### src/rtl/sopc_uart_tx.sv
// Memory-mapped 8N1 UART transmitter with a TX FIFO, status/control registers and a level IRQ.
// state | meaning: IDLE line high, wait for FIFO data | START start bit | DATA 8 data bits LSB first | STOP stop bit
module sopc_uart_tx #(
    parameter int CLK_DIV    = 434,
    parameter int FIFO_DEPTH = 16
) (
    input  logic        clk,
    input  logic        reset,
    input  logic        ce,
    input  logic        we,
    input  logic [3:0]  sel,
    input  logic [31:0] addr,
    input  logic [31:0] data_i,
    output logic [31:0] data_o,
    output logic        txd,
    output logic        irq_o
);
    localparam int AW = $clog2(FIFO_DEPTH);
    localparam int CW = AW + 1;
    localparam logic [15:0]   BIT_LAST = 16'(CLK_DIV - 1);
    localparam logic [CW-1:0] DEPTH_C  = CW'(FIFO_DEPTH);

    typedef enum logic [1:0] {S_IDLE, S_START, S_DATA, S_STOP} state_t;

    state_t          state_q, state_d;
    logic [15:0]     timer_q, timer_d;
    logic [2:0]      bit_idx_q, bit_idx_d;
    logic [7:0]      shift_q, shift_d;
    logic [AW-1:0]   wr_ptr_q, wr_ptr_d, rd_ptr_q, rd_ptr_d;
    logic [CW-1:0]   count_q, count_d;
    logic            ovf_q, ovf_d, irq_en_q, irq_en_d;
    logic            txd_q, txd_d, irq_q, irq_d;
    logic [7:0]      mem_q [FIFO_DEPTH];

    logic wr_en, push_req, ctrl_wr, full, empty, push, pop;
    logic unused_bits;

    assign unused_bits = ^{addr[31:4], addr[1:0], data_i[31:8]};

    always_comb begin
        wr_en    = ce & we & (sel != 4'b0);
        push_req = wr_en & (addr[3:2] == 2'd0);
        ctrl_wr  = wr_en & (addr[3:2] == 2'd2);
        full     = (count_q == DEPTH_C);
        empty    = (count_q == '0);
        push     = push_req & ~full;
    end

    always_comb begin
        state_d   = state_q;
        timer_d   = timer_q;
        bit_idx_d = bit_idx_q;
        shift_d   = shift_q;
        pop       = 1'b0;
        case (state_q)
            S_IDLE: begin
                if (!empty) begin
                    pop     = 1'b1;
                    shift_d = mem_q[rd_ptr_q];
                    timer_d = BIT_LAST;
                    state_d = S_START;
                end
            end
            S_START: begin
                if (timer_q == 16'd0) begin
                    timer_d   = BIT_LAST;
                    bit_idx_d = 3'd0;
                    state_d   = S_DATA;
                end else begin
                    timer_d = timer_q - 16'd1;
                end
            end
            S_DATA: begin
                if (timer_q == 16'd0) begin
                    timer_d = BIT_LAST;
                    shift_d = shift_q >> 1;
                    if (bit_idx_q == 3'd7) begin
                        state_d = S_STOP;
                    end else begin
                        bit_idx_d = bit_idx_q + 3'd1;
                    end
                end else begin
                    timer_d = timer_q - 16'd1;
                end
            end
            default: begin
                if (timer_q == 16'd0) begin
                    state_d = S_IDLE;
                end else begin
                    timer_d = timer_q - 16'd1;
                end
            end
        endcase
    end

    // A push into a full FIFO is dropped even when a pop frees a slot on the same edge.
    always_comb begin
        wr_ptr_d = push ? wr_ptr_q + AW'(1) : wr_ptr_q;
        rd_ptr_d = pop ? rd_ptr_q + AW'(1) : rd_ptr_q;
        case ({push, pop})
            2'b10:   count_d = count_q + CW'(1);
            2'b01:   count_d = count_q - CW'(1);
            default: count_d = count_q;
        endcase
        ovf_d    = ovf_q;
        irq_en_d = irq_en_q;
        if (push_req && full) begin
            ovf_d = 1'b1;
        end
        if (ctrl_wr) begin
            irq_en_d = data_i[0];
            if (data_i[1]) begin
                ovf_d = 1'b0;
            end
        end
        case (state_d)
            S_START: txd_d = 1'b0;
            S_DATA:  txd_d = shift_d[0];
            default: txd_d = 1'b1;
        endcase
        irq_d = irq_en_d & (count_d == '0) & (state_d == S_IDLE);
    end

    always_ff @(posedge clk) begin
        if (reset) begin
            state_q   <= S_IDLE;
            timer_q   <= 16'd0;
            bit_idx_q <= 3'd0;
            shift_q   <= 8'd0;
            wr_ptr_q  <= '0;
            rd_ptr_q  <= '0;
            count_q   <= '0;
            ovf_q     <= 1'b0;
            irq_en_q  <= 1'b0;
            txd_q     <= 1'b1;
            irq_q     <= 1'b0;
        end else begin
            state_q   <= state_d;
            timer_q   <= timer_d;
            bit_idx_q <= bit_idx_d;
            shift_q   <= shift_d;
            wr_ptr_q  <= wr_ptr_d;
            rd_ptr_q  <= rd_ptr_d;
            count_q   <= count_d;
            ovf_q     <= ovf_d;
            irq_en_q  <= irq_en_d;
            txd_q     <= txd_d;
            irq_q     <= irq_d;
        end
    end

    always_ff @(posedge clk) begin
        if (push) begin
            mem_q[wr_ptr_q] <= data_i[7:0];
        end
    end

    always_comb begin
        data_o = 32'd0;
        if (ce) begin
            case (addr[3:2])
                2'd1:    data_o = {16'd0, 8'(count_q), 4'd0, ovf_q, (state_q != S_IDLE), empty, full};
                2'd2:    data_o = {31'd0, irq_en_q};
                default: data_o = 32'd0;
            endcase
        end
    end

    assign txd   = txd_q;
    assign irq_o = irq_q;
endmodule

### config.mk
export PLATFORM = sky130hd
export DESIGN_NAME = sopc_uart_tx
export DESIGN_NICKNAME = d
export VERILOG_FILES = /design/src/rtl/sopc_uart_tx.sv
export SDC_FILE = /design/constraint.sdc
export NUM_CORES = 1
export LEC_CHECK = 0
export BUFFER_PORTS_ARGS = -buffer_cell sky130_fd_sc_hd__buf_2
export CORE_MARGIN = 2
export CORE_UTILIZATION = 30
export CTS_CLUSTER_DIAMETER = 200
export DETAILED_ROUTE_END_ITERATION = 12
export GPL_TIMING_DRIVEN = 0
export SYNTH_ARGS = -nofsm -noshare
export SYNTH_HDL_FRONTEND = slang
export SYNTH_SLANG_ARGS = --single-unit
### constraint.sdc
create_clock -name clk -period 9.2 [get_ports clk]
set_input_delay 0 -clock clk [delete_from_list [all_inputs] [get_ports clk]]
set_output_delay 0 -clock clk [all_outputs]
set_load 0.03 [all_outputs]
# Word-level counts from Yosys, hierarchy flattened
# Memory sizes are Yosys's and may differ from the RTL's. A register that Yosys moved wholly into a read port is not among the register bits.
# Cells that the tools add are included.
dict set report classes {
  n_lt_le_gt_ge 0
  add_sub_neg 6
  bitwise 8
  mul 0
  n_div 0
  n_mux 31
  n_eq_ne 15
  reduce_logical 15
  shift 0
}
# operator count
set ops {}
lappend ops {{$mux W16} 3}
lappend ops {{$mux W32} 1}
lappend ops {{$pmux W16 S2} 1}
lappend ops {{$pmux W13 S2} 1}
lappend ops {{$logic_not A16 Y1} 1}
lappend ops {{$mux W8} 2}
lappend ops {{$pmux W8 S2} 1}
lappend ops {{$sub A16 B1 Y16 const B} 1}
lappend ops {{$logic_not A5 Y1} 2}
lappend ops {{$mux W2} 5}
lappend ops {{$pmux W5 S2} 1}
lappend ops {{$mux W3} 3}
lappend ops {{$add A4 B1 Y4 const B} 2}
lappend ops {{$eq A2 B1 Y1 const B} 4}
lappend ops {{$eq A2 B2 Y1 const B} 4}
lappend ops {{$mux W1} 8}
lappend ops {{$mux W4} 2}
lappend ops {{$ne A2 B2 Y1 const B} 4}
lappend ops {{$and A1 B1 Y1} 7}
lappend ops {{$logic_not A2 Y1} 3}
lappend ops {{$pmux W2 S3} 1}
lappend ops {{$pmux W3 S2} 1}
lappend ops {{$reduce_bool A2 Y1} 3}
lappend ops {{$add A5 B1 Y5 const B} 1}
lappend ops {{other kinds (13)} 13}
dict set report word_totals {
  romBits 0
  inputBits 72
  latchBits 0
  ff_bits 46
  wordCells 88
  output_inout_bits 34
  mem_count 1
  ramBits 128
}
# name words word_bits rd rd_clocked_by_memory_dff write_ports line_no
set mem_list {}
lappend mem_list {mem_q 16 8 1 1 1 33} ;# logic [7:0] mem_q [FIFO_DEPTH];

# Depth between registers and ports, before layout
dict set report depth {
  ltp_word 9
  depth_mapped 14
  ltp_nobuf 13
}

# Worst setup path after synthesis
# No wires, ideal clock.
dict set report synth_timing {
  path_kind {reg-to-reg}
  startpoint {register count_q[1]}
  endpoint {register irq_q, in the netlist irq_o}
  stages_incl_launch_ff 13
  period_less_slack_ns 3.029
  arrival_time_ns 2.968
  slack_ns 6.171
  cell_sequence {dfxtp_1 > buf_6 > or4_4 > buf_6 > o21ai_4 > inv_1 > buf_2 > ha_1 > or4_1 > o22a_1 > o2111a_1 > nor3_2 > and4_1}
}
dict set report synth_between {
  elab_chain_cells 8
  elab_cells_between_ends 17
  classes_between {add/sub (2); eq/ne (3); mux (5); bitwise (4); reduce/logical (3)}
}
# item line_no
set synth_lines {}
lappend synth_lines {{from (decl)} 30} ;# logic [CW-1:0] count_q, count_d;
lappend synth_lines {{from (signal assigned)} 144} ;# count_q <= count_d;
lappend synth_lines {{$logic_not A5 Y1 or $eq A5 B5 Y1 (tied branches)} {45, 44}}
lappend synth_lines {{$mux W1 or $not A1 Y1 (tied branches)} {57, 46}}
lappend synth_lines {{$mux W1 or $and A1 B1 Y1 (tied branches)} {55, 46}}
lappend synth_lines {{$eq A2 B1 Y1 or $eq A2 B2 Y1 (tied branches)} 100} ;# case ({push, pop})
lappend synth_lines {{$pmux W5 S2} 100}
lappend synth_lines {{$logic_not A5 Y1} 121} ;# irq_d = irq_en_d & (count_d == '0) & (state_d == S_IDLE);
lappend synth_lines {{$and A1 B1 Y1} 121}
lappend synth_lines {{$and A1 B1 Y1 *} 121}
lappend synth_lines {{to (signal assigned)} 148} ;# irq_q <= irq_d;
lappend synth_lines {{to (decl)} 32} ;# logic txd_q, txd_d, irq_q, irq_d;
# Mark *: on every way between the ends. The rest lies on a longest branch, timed or not.
# A chain may end at the register's enable or synchronous reset.

# Worst setup path in the final report
# Ends and elaborated chain as after synthesis.

==> reports/results.ini <==
[power]
clkPwrFrac_pct = 28.4
p_int_mw = 1.70
fin_total_pwr_mw = 2.59
power_frac_comb_pct = 34.2
peakVddDrop_uv = 142
p_seq_share_pct = 37.4
power-per-cell-area_nw_per_um2 = 278
swShare_pct = 34.6
netSwitchingPower_uw = 897
p_leak_nw = 3.27

[synthesis]
ys_seq_area_share_pct = 60.7
synth-edff-count = 128
synthDistinctLibCells = 72
synth-seq-cells = 178
syn_area_per_cell_um2 = 13.7
syn_area_um2 = 7980
synth_top_cell_area_share_pct = 48.2
syn_inst = 584
yosys-top-cells-count = edfxtp_1, nor2_1, dfxtp_1
yosys.cell_count.top_type = edfxtp_1
synth-main-ff-cell = edfxtp_1
yosys_warnings = 0
yosys-top-cells-area = edfxtp_1, dfxtp_1, mux4_2
yosysTopAreaCell = edfxtp_1
async_flop_share_pct = 0

[cts]
clockBufferDepth = 2
clock_latency_ns = 0.43
root_buffer = clkbuf_16
cts_made_buffers = 17
cts_tree = done
cts_max_level = 4
cts_resized = 0
post-cts-setup-buffers = 0
path_clk_slew_ns = 0.07
cts_num_sinks = 178

[floorplan]
start_util_pct = 30.6
core_area_um2 = 26100
num_rows = 59
pin_count = 106
dieArea_um2 = 27900
dieWidth_um = 167
die_h_um = 167

[detailed_routing]
detail_route.wl_per_cell_um = 16.9
drc = 0
firstDrtPassIters = 4
drt_iter0_drc = 490
via_count = 4798
wirelength_um = 17000
viasPerCell = 4.76
detail-route-antenna-nets = 0

[setup_path]
cp_num_buf_inv = 5
startpoint_type = register
path_delay_family = buffers and inverters
cpMostUsedCell = buf_6
arrival_ns = 3.91
end_kind = register
crit_cells = 13
crit_path_top_delay_cell = or4_4
path_cells = buf_6 > or4_4 > buf_6 > o21ai_4 > inv_1 > buf_2 > ha_1 > clkbuf_1 > nor2_1 > and3_1 > a211oi_2 > xor2_1 > and4_1
critical_path_class = register to register
crit_path_max_incr_delay_ns = 0.53
ff2ff_path_depth = 13
path_max_fanout = 10
required_ns = 9.56

[finish]
area_delta_synth_final_pct = 16.9
fin_cells = 1009
drive_gt1_share_pct = 24.0
nets = 751
antenna_cells = 0

[sta]
finalMaxSlewViolations = 0
finalSetupViolations = 0
slew_headroom_pct = 20.3
fin_crit_sh_pct = 38.5
finalHoldViolations = 0
worstMarginPinSlew_ns = 1.19
fmaxAchievable_ghz = 0.282
finalCriticalPeriod_ns = 3.54
tns_ns = 0
finClkSkew_ns = 0.0117
rsz0062_at_grt = false

[min_path]
hold_path_class = primary input to register
whs_path_depth = 2

[place]
place.gp.congestion = 0.776
dp_cells = 970
port_buffers = 27
hpwl_um = 11400

[outcome]
outcome = finished, final reports clean

[grt]
grt_use_met3_pct = 3.64
grt_max_degree = 18
antenna_found_initial = 0
grt.met1_usage_pct = 16.4
grt_use_met2_pct = 20.2
grt.overflow.total = 0
grt_pass1_vias = 4667
busiest_layer = met2
grt_use_total_pct = 12.5
grt_pass1_wl_um = 26600

[run]
drv_cap = 0

## layout make-up
class / instances / area [um^2]
tap: 335 / 419
buffer: 54 / 332
inverter: 22 / 82.6
clock inverter: 14 / 165
multi-input combinational: 352 / 2820
fill: 2501 / 16700
timing repair buffer: 37 / 238
sequential: 178 / 4840
clock buffer: 17 / 425
## sequential cells by signal (all words and copies together), names as in the netlist, named ones only
signal,cells
irq_o,1
wr_ptr_q,4
mem_q,128
state_q,2
rd_ptr_q,4
timer_q,16
count_q,5
shift_q,8
bit_idx_q,3
irq_en_q,1
ovf_q,1
txd,1
## cell usage in the layout (no fill, tap or decap), types with 3 or more instances in the layout
master         netlist  routed
nor3_2               1       5
nor4_1               5       5
a31oi_1              3       3
nand2_1             33      33
inv_6                0       5
clkbuf_16            0      17
dlygate4sd3_1        0       8
nor3b_1              3       3
nor2_1              68      68
and4_1               3       3
edfxtp_1           128     128
xnor2_1              6       6
nand2b_1             5       5
and3_1               6       6
nand3_1              6       6
conb_1               1      23
ha_1                17      17
a211oi_1             5       5
buf_6                3       5
dfxtp_1             50      50
or4_1                4       4
a221oi_1             5       5
buf_2               10      37
inv_8                0       4
mux2i_1              3       3
nor3_1              14      10
buf_4               25      25
buf_1                3       3
mux4_2              38      38
xor2_1              13      13
o21ai_0             11      11
a21oi_1             24      24
inv_1               22      22
clkbuf_1            13      13
nand4_1              5       5
## worst paths after layout
kind | from | slack [ns] | endpoint
worst max register to register | count_q[1] | 5.66 | irq_o
worst max-delay path | count_q[1] | 5.66 | irq_o
worst min-delay path | reset | 0.03 | irq_en_q
worst min register to register | shift_q[7] | 0.46 | shift_q[7]
## logic make-up after synthesis
group / Yosys count / synth area share, %
buf+inv: 76 / 5.19
xor+xnor: 19 / 2.09
other cells: 1 / 0.0470
simple gates: 172 / 10.8
fa+ha+maj: 17 / 2.67
flops: 178 / 60.7
compound gates: 79 / 7.24
mux: 42 / 11.2
## routing by layer
layer / vias to the layer above / wire [um]
met5: - / 0
met4: 0 / 272
met3: 21 / 971
met2: 124 / 8180
met1: 2347 / 7590
li1: 2306 / -
## power groups by stage
stage               clock network, mW  registers [mW]  logic (mW)
floorplan                           0           0.978       0.702
global placement                    0           0.984       0.879
detailed placement                  0           0.985       0.887
CTS                             0.751           0.967       0.894
global route                    0.788           0.977       0.993
finish                          0.736           0.969       0.888
## per-stage QoR
stage | setup WS, ns | instance area, um^2 | utilization [%] | hold slack, ns
floorplan | 6.17 | 8060 | - | 0.0970
global placement | 5.69 | 8620 | 33.1 | 0.389
detailed placement | 5.72 | 8660 | 33.2 | 0.392
CTS | 5.70 | 9330 | 35.8 | 0.0198
global route | 5.44 | 9330 | 35.8 | 0.0621
finish | 5.66 | 9330 | 35.8 | 0.0298
## timing repair
item	CTS	global route
setup endpoints to repair	0	0
hold buffers	8	0
hold endpoints to repair	117	0
Note: power is estimated with default switching activity, not from simulation.
